===== config.mk =====
export PLATFORM = sky130hd
export DESIGN_NAME = wb_result_stage
export DESIGN_NICKNAME = d
export VERILOG_FILES = /design/src/rtl/wb_pkg.sv /design/src/rtl/wb_result_stage_load_ext.sv /design/src/rtl/wb_result_stage.sv
export SDC_FILE = /design/constraint.sdc
export NUM_CORES = 1
export LEC_CHECK = 0
export ABC_AREA = 1
export BUFFER_PORTS_ARGS = -buffer_cell sky130_fd_sc_hd__clkbuf_2
export CORE_MARGIN = 8
export CORE_UTILIZATION = 40
export CTS_BUF_LIST = sky130_fd_sc_hd__clkbuf_2 sky130_fd_sc_hd__clkbuf_4 sky130_fd_sc_hd__clkbuf_8
export DETAILED_ROUTE_END_ITERATION = 16
export PLACE_DENSITY = 0.72
export SYNTH_ARGS = -nofsm -noshare
export SYNTH_HDL_FRONTEND = slang
export SYNTH_SLANG_ARGS = --single-unit

===== constraint.sdc =====
create_clock -name clk -period 2.05 [get_ports clk]
set_clock_uncertainty 0.2 [all_clocks]
set_input_delay 0.205 -clock clk [delete_from_list [all_inputs] [get_ports clk]]
set_output_delay 0.205 -clock clk [all_outputs]
set_load 0.03 [all_outputs]

===== src/rtl/wb_pkg.sv =====
// Shared definitions for the writeback result stage: load encodings,
// result-source indices, FSM states and a select-width helper.
package wb_pkg;

  // Load funct3 encodings
  localparam logic [2:0] F3_LB  = 3'b000;
  localparam logic [2:0] F3_LH  = 3'b001;
  localparam logic [2:0] F3_LW  = 3'b010;
  localparam logic [2:0] F3_LBU = 3'b100;
  localparam logic [2:0] F3_LHU = 3'b101;

  // Conventional result-source slots
  localparam int SRC_ALU  = 0;
  localparam int SRC_LOAD = 1;
  localparam int SRC_PC4  = 2;
  localparam int SRC_IMM  = 3;

  typedef enum logic {
    RUN  = 1'b0,
    WAIT = 1'b1
  } wb_state_e;

  // Width of a select/counter field for n choices, never below one bit
  function automatic int sel_w(input int n);
    int w;
    w = $clog2(n);
    if (w < 1) begin
      return 1;
    end else begin
      return w;
    end
  endfunction

endpackage


===== src/rtl/wb_result_stage_load_ext.sv =====
// Combinational load formatter: picks the addressed byte/half/word from a
// raw memory word, sign- or zero-extends it and flags misaligned accesses.
module load_ext
  import wb_pkg::*;
#(
  parameter int WIDTH = 32
) (
  input  logic [WIDTH-1:0] data,
  input  logic [2:0]       funct3,
  input  logic [1:0]       off,
  output logic [WIDTH-1:0] ext_data,
  output logic             misalign
);

  logic [31:0] word_s;
  logic [15:0] half_s;
  logic [7:0]  byte_s;

  // Lane selection from the low 32 bits of the read word
  always_comb begin
    word_s = data[31:0];
    case (off)
      2'd0:    byte_s = word_s[7:0];
      2'd1:    byte_s = word_s[15:8];
      2'd2:    byte_s = word_s[23:16];
      2'd3:    byte_s = word_s[31:24];
      default: byte_s = word_s[7:0];
    endcase
    if (off[1]) begin
      half_s = word_s[31:16];
    end else begin
      half_s = word_s[15:0];
    end
  end

  // Extension by load type; unknown encodings behave like a word load
  always_comb begin
    ext_data = WIDTH'($signed(word_s));
    misalign = 1'b0;
    case (funct3)
      F3_LB: begin
        ext_data = WIDTH'($signed(byte_s));
        misalign = 1'b0;
      end
      F3_LBU: begin
        ext_data = WIDTH'(byte_s);
        misalign = 1'b0;
      end
      F3_LH: begin
        ext_data = WIDTH'($signed(half_s));
        misalign = off[0];
      end
      F3_LHU: begin
        ext_data = WIDTH'(half_s);
        misalign = off[0];
      end
      default: begin
        ext_data = WIDTH'($signed(word_s));
        misalign = (off != 2'b00);
      end
    endcase
  end

endmodule


===== src/rtl/wb_result_stage.sv =====
// MEM/WB pipeline register with N-way result select, load formatting,
// a wait state for late memory responses and a load timeout.
module wb_result_stage
  import wb_pkg::*;
#(
  parameter int WIDTH       = 32,
  parameter int NUM_SRC     = 4,
  parameter int LOAD_IDX    = 1,
  parameter int DEFAULT_IDX = 0,
  parameter int TIMEOUT     = 16
) (
  input  logic                       clk,
  input  logic                       rst_n,
  input  logic                       StallW,
  input  logic                       FlushW,
  input  logic                       ValidM,
  input  logic                       RegWriteM,
  input  logic [4:0]                 RdM,
  input  logic [sel_w(NUM_SRC)-1:0]  ResultSrcM,
  input  logic [NUM_SRC*WIDTH-1:0]   SrcDataM,
  input  logic                       LoadM,
  input  logic [2:0]                 Funct3M,
  input  logic [1:0]                 ByteOffM,
  input  logic [WIDTH-1:0]           DMemRdata,
  input  logic                       DMemRvalid,
  output logic [WIDTH-1:0]           ResultW,
  output logic [4:0]                 RdW,
  output logic                       RegWriteW,
  output logic                       ValidW,
  output logic                       LoadStallW,
  output logic                       LoadErrW,
  output logic                       MisalignW
);

  localparam int CW = sel_w(TIMEOUT + 1);

  wb_state_e        state_r, state_n;
  logic [CW-1:0]    cnt_r, cnt_n;
  logic [WIDTH-1:0] result_r, result_n;
  logic [4:0]       rd_r, rd_n;
  logic             regwrite_r, regwrite_n;
  logic             valid_r, valid_n;
  logic             load_err_r, load_err_n;
  logic             misalign_r, misalign_n;
  logic [4:0]       held_rd_r, held_rd_n;
  logic             held_rw_r, held_rw_n;
  logic [2:0]       held_f3_r, held_f3_n;
  logic [1:0]       held_off_r, held_off_n;

  logic [2:0]       fmt_f3_s;
  logic [1:0]       fmt_off_s;
  logic [WIDTH-1:0] fmt_data_s;
  logic             fmt_mis_s;
  int               sel_idx_s;
  logic [WIDTH-1:0] sel_data_s;
  logic             timeout_hit_s;

  // Formatter sees the live MEM fields in RUN and the latched ones in WAIT
  always_comb begin
    if (state_r == WAIT) begin
      fmt_f3_s  = held_f3_r;
      fmt_off_s = held_off_r;
    end else begin
      fmt_f3_s  = Funct3M;
      fmt_off_s = ByteOffM;
    end
  end

  load_ext #(.WIDTH(WIDTH)) u_load_ext (
    .data     (DMemRdata),
    .funct3   (fmt_f3_s),
    .off      (fmt_off_s),
    .ext_data (fmt_data_s),
    .misalign (fmt_mis_s)
  );

  // Result select; out-of-range selects fall back to the default source
  always_comb begin
    if (int'(ResultSrcM) < NUM_SRC) begin
      sel_idx_s = int'(ResultSrcM);
    end else begin
      sel_idx_s = DEFAULT_IDX;
    end
    if (sel_idx_s == LOAD_IDX) begin
      sel_data_s = fmt_data_s;
    end else begin
      sel_data_s = SrcDataM[sel_idx_s*WIDTH +: WIDTH];
    end
  end

  // Timeout fires on the last permitted wait cycle; zero disables it
  always_comb begin
    if (TIMEOUT != 0) begin
      timeout_hit_s = (int'(cnt_r) == TIMEOUT - 1);
    end else begin
      timeout_hit_s = 1'b0;
    end
  end

  // Upstream freeze: whole WAIT state, plus the cycle a late load is accepted
  always_comb begin
    if (state_r == WAIT) begin
      LoadStallW = 1'b1;
    end else begin
      LoadStallW = ValidM & LoadM & ~DMemRvalid & ~StallW & ~FlushW;
    end
  end

  // Next-state and next-output logic, flush taking priority over everything
  always_comb begin
    state_n    = state_r;
    cnt_n      = cnt_r;
    result_n   = result_r;
    rd_n       = rd_r;
    regwrite_n = regwrite_r;
    valid_n    = valid_r;
    load_err_n = 1'b0;
    misalign_n = misalign_r;
    held_rd_n  = held_rd_r;
    held_rw_n  = held_rw_r;
    held_f3_n  = held_f3_r;
    held_off_n = held_off_r;
    if (FlushW) begin
      valid_n    = 1'b0;
      regwrite_n = 1'b0;
      misalign_n = 1'b0;
      state_n    = RUN;
      cnt_n      = {CW{1'b0}};
    end else begin
      case (state_r)
        RUN: begin
          if (StallW) begin
            load_err_n = 1'b0;
          end else if (!ValidM) begin
            valid_n    = 1'b0;
            regwrite_n = 1'b0;
          end else if (LoadM && !DMemRvalid) begin
            held_rd_n  = RdM;
            held_rw_n  = RegWriteM;
            held_f3_n  = Funct3M;
            held_off_n = ByteOffM;
            state_n    = WAIT;
            cnt_n      = {CW{1'b0}};
            valid_n    = 1'b0;
            regwrite_n = 1'b0;
          end else begin
            result_n   = sel_data_s;
            rd_n       = RdM;
            regwrite_n = RegWriteM;
            misalign_n = LoadM & fmt_mis_s;
            valid_n    = 1'b1;
          end
        end
        WAIT: begin
          if (DMemRvalid) begin
            result_n   = fmt_data_s;
            rd_n       = held_rd_r;
            regwrite_n = held_rw_r;
            misalign_n = fmt_mis_s;
            valid_n    = 1'b1;
            state_n    = RUN;
            cnt_n      = {CW{1'b0}};
          end else if (timeout_hit_s) begin
            result_n   = {WIDTH{1'b0}};
            regwrite_n = 1'b0;
            valid_n    = 1'b1;
            load_err_n = 1'b1;
            state_n    = RUN;
            cnt_n      = {CW{1'b0}};
          end else begin
            cnt_n      = cnt_r + CW'(1'b1);
            valid_n    = 1'b0;
            regwrite_n = 1'b0;
          end
        end
        default: begin
          state_n    = RUN;
          cnt_n      = {CW{1'b0}};
          valid_n    = 1'b0;
          regwrite_n = 1'b0;
        end
      endcase
    end
  end

  // State, counter, held load fields and registered writeback outputs
  always_ff @(posedge clk or negedge rst_n) begin
    if (!rst_n) begin
      state_r    <= RUN;
      cnt_r      <= {CW{1'b0}};
      result_r   <= {WIDTH{1'b0}};
      rd_r       <= 5'd0;
      regwrite_r <= 1'b0;
      valid_r    <= 1'b0;
      load_err_r <= 1'b0;
      misalign_r <= 1'b0;
      held_rd_r  <= 5'd0;
      held_rw_r  <= 1'b0;
      held_f3_r  <= 3'd0;
      held_off_r <= 2'd0;
    end else begin
      state_r    <= state_n;
      cnt_r      <= cnt_n;
      result_r   <= result_n;
      rd_r       <= rd_n;
      regwrite_r <= regwrite_n;
      valid_r    <= valid_n;
      load_err_r <= load_err_n;
      misalign_r <= misalign_n;
      held_rd_r  <= held_rd_n;
      held_rw_r  <= held_rw_n;
      held_f3_r  <= held_f3_n;
      held_off_r <= held_off_n;
    end
  end

  assign ResultW   = result_r;
  assign RdW       = rd_r;
  assign RegWriteW = regwrite_r;
  assign ValidW    = valid_r;
  assign LoadErrW  = load_err_r;
  assign MisalignW = misalign_r;

endmodule


* Word level (Yosys, flattened, before mapping)
Index checks and enable logic that the tools add are counted.
** Storage, ports and cells
- Register bits after elaboration :: 58
- Output and inout port bits :: 42
** Operators by class
- Add/sub/neg operators :: 1
- Equality and inequality tests :: 18
- Shift operators :: 1
- Muxes and demuxes :: 55
- Bitwise operators :: 9
- Reduce and logical (&&, ||, !) cells :: 12
** Operator list (number)
- $mux 32 :: 6
- $pmux 32 s4 :: 1
- $shiftx 128x8->32 :: 1
- $pmux 32 s2 :: 1
- $mux 5 :: 10
- $pmux 8 s4 :: 1
- $mux 1 :: 25
- $pmux 5 s2 :: 2
- $mux 16 :: 1
- $ne 3x3->1 const B :: 5
- $reduce_and 5->1 :: 3
- $pmux 1 s2 :: 6
- $ne 2x2->1 const B :: 4
- $eq 2x2->1 const B :: 3
- $eq 3x3->1 const B :: 2
- $add 5x1->5 const B :: 1
- $and 1x1->1 :: 5
- $eq 5x5->1 const B :: 1
- $not 1->1 :: 4
- $reduce_and 4->1 :: 1
- $reduce_or 2->1 :: 2
- $eq 3x1->1 const B :: 1
- $logic_not 3->1 :: 1
- $mux 3 :: 1
- other kinds (8) :: 8

* Logic depth before layout (Yosys ltp)
- Depth after elaboration :: 10
- Gate-level depth with buffers :: 17
- Mapped depth without buffers :: 14

* Cells and area by module
Synthesis repeated with hierarchy kept, for this count alone.
** Unflattened totals
- Cell total of the unflattened synthesis :: 829
- Area total of the unflattened synthesis :: 4824.6 µm²
** Modules (own cells, without submodules)
- wb_result_stage :: times used 1, cells each 656, area each 3971.3 µm², sequential area each 1451.4 µm²
- load_ext :: times used 1, cells each 173, area each 853.3 µm², sequential area each 0.0 µm²

* Least setup slack after synthesis
No wires, ideal clock.
- Kind :: register to register
- Start :: register state_r
- End :: register result_r[21], in the netlist ResultW[21]
- Arrival :: 1.475 ns
- Data required time :: 1.729 ns
- Slack :: 0.254 ns
- Stages on the path, launching flop included :: 16
- Path buffers :: 3
- Cell sequence :: dfrtp_1 > buf_6 > inv_4 > buf_6 > nand2_4 > nand2_4 > nand2_2 > nand2_1 > inv_2 > nand2_1 > nand2_2 > nand2_2 > nand2_2 > buf_6 > o21ai_2 > a21oi_2
** On the way
- Word-level cells in the longest chain between the ends :: 9
- Elaborated cells on any way between the ends :: 25
- Those cells by class :: 10 x eq/ne; 11 x mux; 1 x bitwise; 3 x reduce/logical
** RTL lines
- start, declared :: RTL line wb_result_stage.sv:37 : wb_state_e state_r, state_n;
- start signal, assigned :: RTL line wb_result_stage.sv:202 : state_r <= state_n;
- $mux 2 :: RTL line wb_result_stage.sv:60 : if (state_r == WAIT) begin
- $eq 2x2->1, or another cell as far along :: RTL line wb_result_stage_load_ext.sv:22 : case (off)
- $pmux 8 s4 :: RTL line wb_result_stage_load_ext.sv:22
- $pmux 32 s4 :: RTL line wb_result_stage_load_ext.sv:40 : case (funct3)
- $mux 32 :: RTL line wb_result_stage.sv:84 : if (sel_idx_s == LOAD_IDX) begin
- $mux 32 :: RTL line wb_result_stage.sv:137 : end else if (LoadM && !DMemRvalid) begin
- $mux 32 :: RTL line wb_result_stage.sv:134 : end else if (!ValidM) begin
- $mux 32 :: RTL line wb_result_stage.sv:132 : if (StallW) begin
- $pmux 32 s2 :: RTL line wb_result_stage.sv:130 : case (state_r)
- end signal, assigned :: RTL line wb_result_stage.sv:191 : result_r <= {WIDTH{1'b0}};
- end signal, assigned :: RTL line wb_result_stage.sv:204 : result_r <= result_n;
- end, declared :: RTL line wb_result_stage.sv:39 : logic [WIDTH-1:0] result_r, result_n;
Several ways; a longest one is shown, not always the timed one. The select of a mux whose other input is x is not followed.
A chain may end at the register's enable or synchronous reset.

* Worst setup path in the final report
- Start :: register state_r
- End :: register result_r[28], in the netlist ResultW[28]
The elaborated chain is that of the path after synthesis.

==> impl_metrics.csv <==
group,metric,value,unit
run_status,status,"complete, no violations",
critical_path,cp_top_family,"buffers and inverters",
timing,post-route-min-period,2.01,ns
grt,globalRouteOverflowTotal,0,
layout,drive_above_1_share,34.4,%
route,vias_per_cell,5.26,
timing,fin_setup_tns,0,ns
synthesis,syn_area_per_cell,6.50,sq um
placed_design,post-dp-hpwl,14.1,mm
placed_design,gp_congestion,0.955,
route,wl_per_cell,16.8,microns
clock_network,clock_sinks,58,
critical_path,worst-path-buf-inv,4,
timing,worst_pin_slew,0.447,ns
die,die-width,120,microns
grt,grt_use_total,23.5,%
power,fin_total_pwr,0.00442,W
worst_hold_path,hp-class,"primary input to flop",
clock_network,clkLatencyLatePin,0.34,ns
route,postRouteAntennaNets,0,
layout,nets,1080,
critical_path,required,2.13,ns
route,firstDrtPassIters,6,
layout,synthToLayoutAreaGrowth,41.4,%
die,start_util,40.6,%
timing,period_share,97.9,%
synthesis,async_flop_share,100,%
route,routed_wl,17.6,mm
die,die_area,14500,sq um
timing,fmaxAchievable,498,MHz
route,drc,0,
synthesis,syn_inst,672,
clock_network,cts.clk_slew.worst_paths,0.07,ns
critical_path,path_max_fanout,9,
clock_network,htree_levels,3,
timing,relSlewSlack,70.0,%
critical_path,crit_type,"flop to flop",
synthesis,synth_edf_count,0,
synthesis,ys_warn_count,0,
synthesis,synth_seq_area_share,33.2,%
layout,final_cell_mix,"215 x nand2_1, 189 x clkbuf_2, 86 x nor2_1, 57 x dfrtp_1, 46 x buf_4",
route,first_iter_violations,414,
timing,setup_viol_count_final,0,
power,power.leakage,3.26,nW
critical_path,critPathLaunchType,"flop",
clock_network,root_buffer,"clkbuf_8",
critical_path,critical_path.max_stage_delay,0.45,ns
power,vdd_ir_drop_max,0.383,mV
timing,rsz0062_at_grt,"true",
critical_path,cp_cell_sequence,"clkinv_4, buf_4, buf_4, o21ai_2, nand2_4, nand2_4, clkbuf_16, o21ai_2, a21oi_2",
clock_network,cts_buffers,9,
die,placementRows,38,
die,pin_count,222,
synthesis,yosys_register_bits,58,
clock_network,cts_tree,"built",
die,die_h,120,microns
critical_path,crit_arrival,2.09,ns
grt,grt_antenna_before_repair,0,
timing,hold_violations,0,
grt,grt_max_degree,59,
die,coreArea,10700,sq um
placed_design,numPortBuffers,189,
grt,grt_pass1_wl,27.0,mm
run,drv_cap,0,
critical_path,end_kind,"flop",
clock_network,clk_path_buf_depth,2,
route,vias,5491,
grt,first_global_vias,5195,
synthesis,synth_flop_cell,"dfrtp_1",
critical_path,cp_slowest_cell,"dfrtp_2",
power,p_per_area,716,nW/um^2
synthesis,yosysUniqueCellTypes,34,
timing,slew_viol_final,0,
synthesis,syn_area,4370,sq um
synthesis,synth_nets,853,
layout,diodes,0,
layout,final_common_cell,"nand2_1",
## registers in the layout, indices dropped and copies added, names as in the netlist
signal	count
RegWriteW	1
held_f3_r	3
ResultW	32
LoadErrW	1
ValidW	1
state_r	1
MisalignW	1
cnt_r	5
RdW	5
held_rw_r	1
held_off_r	2
held_rd_r	5
## worst paths after layout
kind	from	end	slack [ns]	depth (start not counted)
setup reg to reg	state_r	ResultW[28]	0.04	9
hold reg to reg	ResultW[6]	ResultW[6]	0.28	2
max in group asynchronous	rst_n	state_r	1.19	3
min in group asynchronous	rst_n	RdW[3]	0.20	3
setup / recovery	state_r	ResultW[28]	0.04	9
hold / removal	DMemRdata[10]	ResultW[10]	0.02	5
## stage by stage
step	worst slack [ns]	util, %	cell area [sq um]	hold WS [ns]	std cells
2_1_floorplan	0.254	-	4370	-0.291	672
3_3_place_gp	0.0552	52.5	5640	0.0366	1006
3_5_place_dp	0.0227	52.5	5640	0.0366	1006
4_1_cts	0.0246	56.1	6030	0.0110	1038
5_1_grt	-0.0657	57.5	6170	0.0572	1044
6_report	0.0428	57.5	6170	0.0226	1044
## synth_stat cells, types with 7 or more instances
library cell | instances | area, sq um
nor2_1 | 86 | 323
o21ai_2 | 10 | 87.6
a21oi_1 | 38 | 190
buf_2 | 14 | 70.1
a21oi_2 | 11 | 96.3
a31oi_1 | 7 | 43.8
inv_1 | 41 | 154
o21ai_0 | 43 | 215
nand3_1 | 38 | 190
o2111ai_1 | 9 | 78.8
nand2_1 | 219 | 822
dfrtp_1 | 58 | 1450
o211ai_1 | 23 | 173
nand2_2 | 11 | 68.8
clkbuf_1 | 15 | 56.3
## power breakdown
| group | switching [W] | leakage [nW] | internal [W] | total (W) |
|---|---|---|---|---|
| combinational | 0.00107 | 2.44 | 0.000581 | 0.00165 |
| clock | 0.000495 | 0.119 | 0.000782 | 0.00128 |
| sequential | 0.000122 | 0.705 | 0.00137 | 0.00149 |
## worst min-delay path: stages
cell	delay, ns
clkbuf_2	0.09
nand2_1	0.06
o2111ai_1	0.08
nand2_1	0.05
nand2_1	0.04
## cells by family after synthesis
kind of cell	synth area share (%)
and+or+nand+nor	34.0
AOI/OAI and AO/OA	23.8
buffers and inverters	8.63
DFF	33.2
adders and majority gates	0.287
## layout make-up
| cell class | count | area, sq um |
|---|---|---|
| clock buffers | 12 | 165 |
| multi-input cells | 529 | 2600 |
| clock inverters | 4 | 72.6 |
| flip-flops and latches | 58 | 1450 |
| repair buffers | 255 | 1530 |
| inverters | 46 | 180 |
| fillers | 1069 | 4570 |
| well taps | 140 | 175 |
## repair_timing
action,in CTS,in global routing
resized for setup,0,25
endpoints found under the hold margin,75,0
cloned,0,1
pin swaps,0,6
hold buffers,13,0
setup buffers,3,6
endpoints found under the setup margin,1,32
## metal layers
metal / track usage [%] / wire length [microns] / share of wire [%]
met4: 9.29 / 680 / 3.9
met2: 39.9 / 8390 / 48
met3: 7.79 / 1750 / 9.9
met1: 26.8 / 6760 / 38
met5: 0 / 0 / 0
Note: power is estimated with default switching activity, not from simulation.
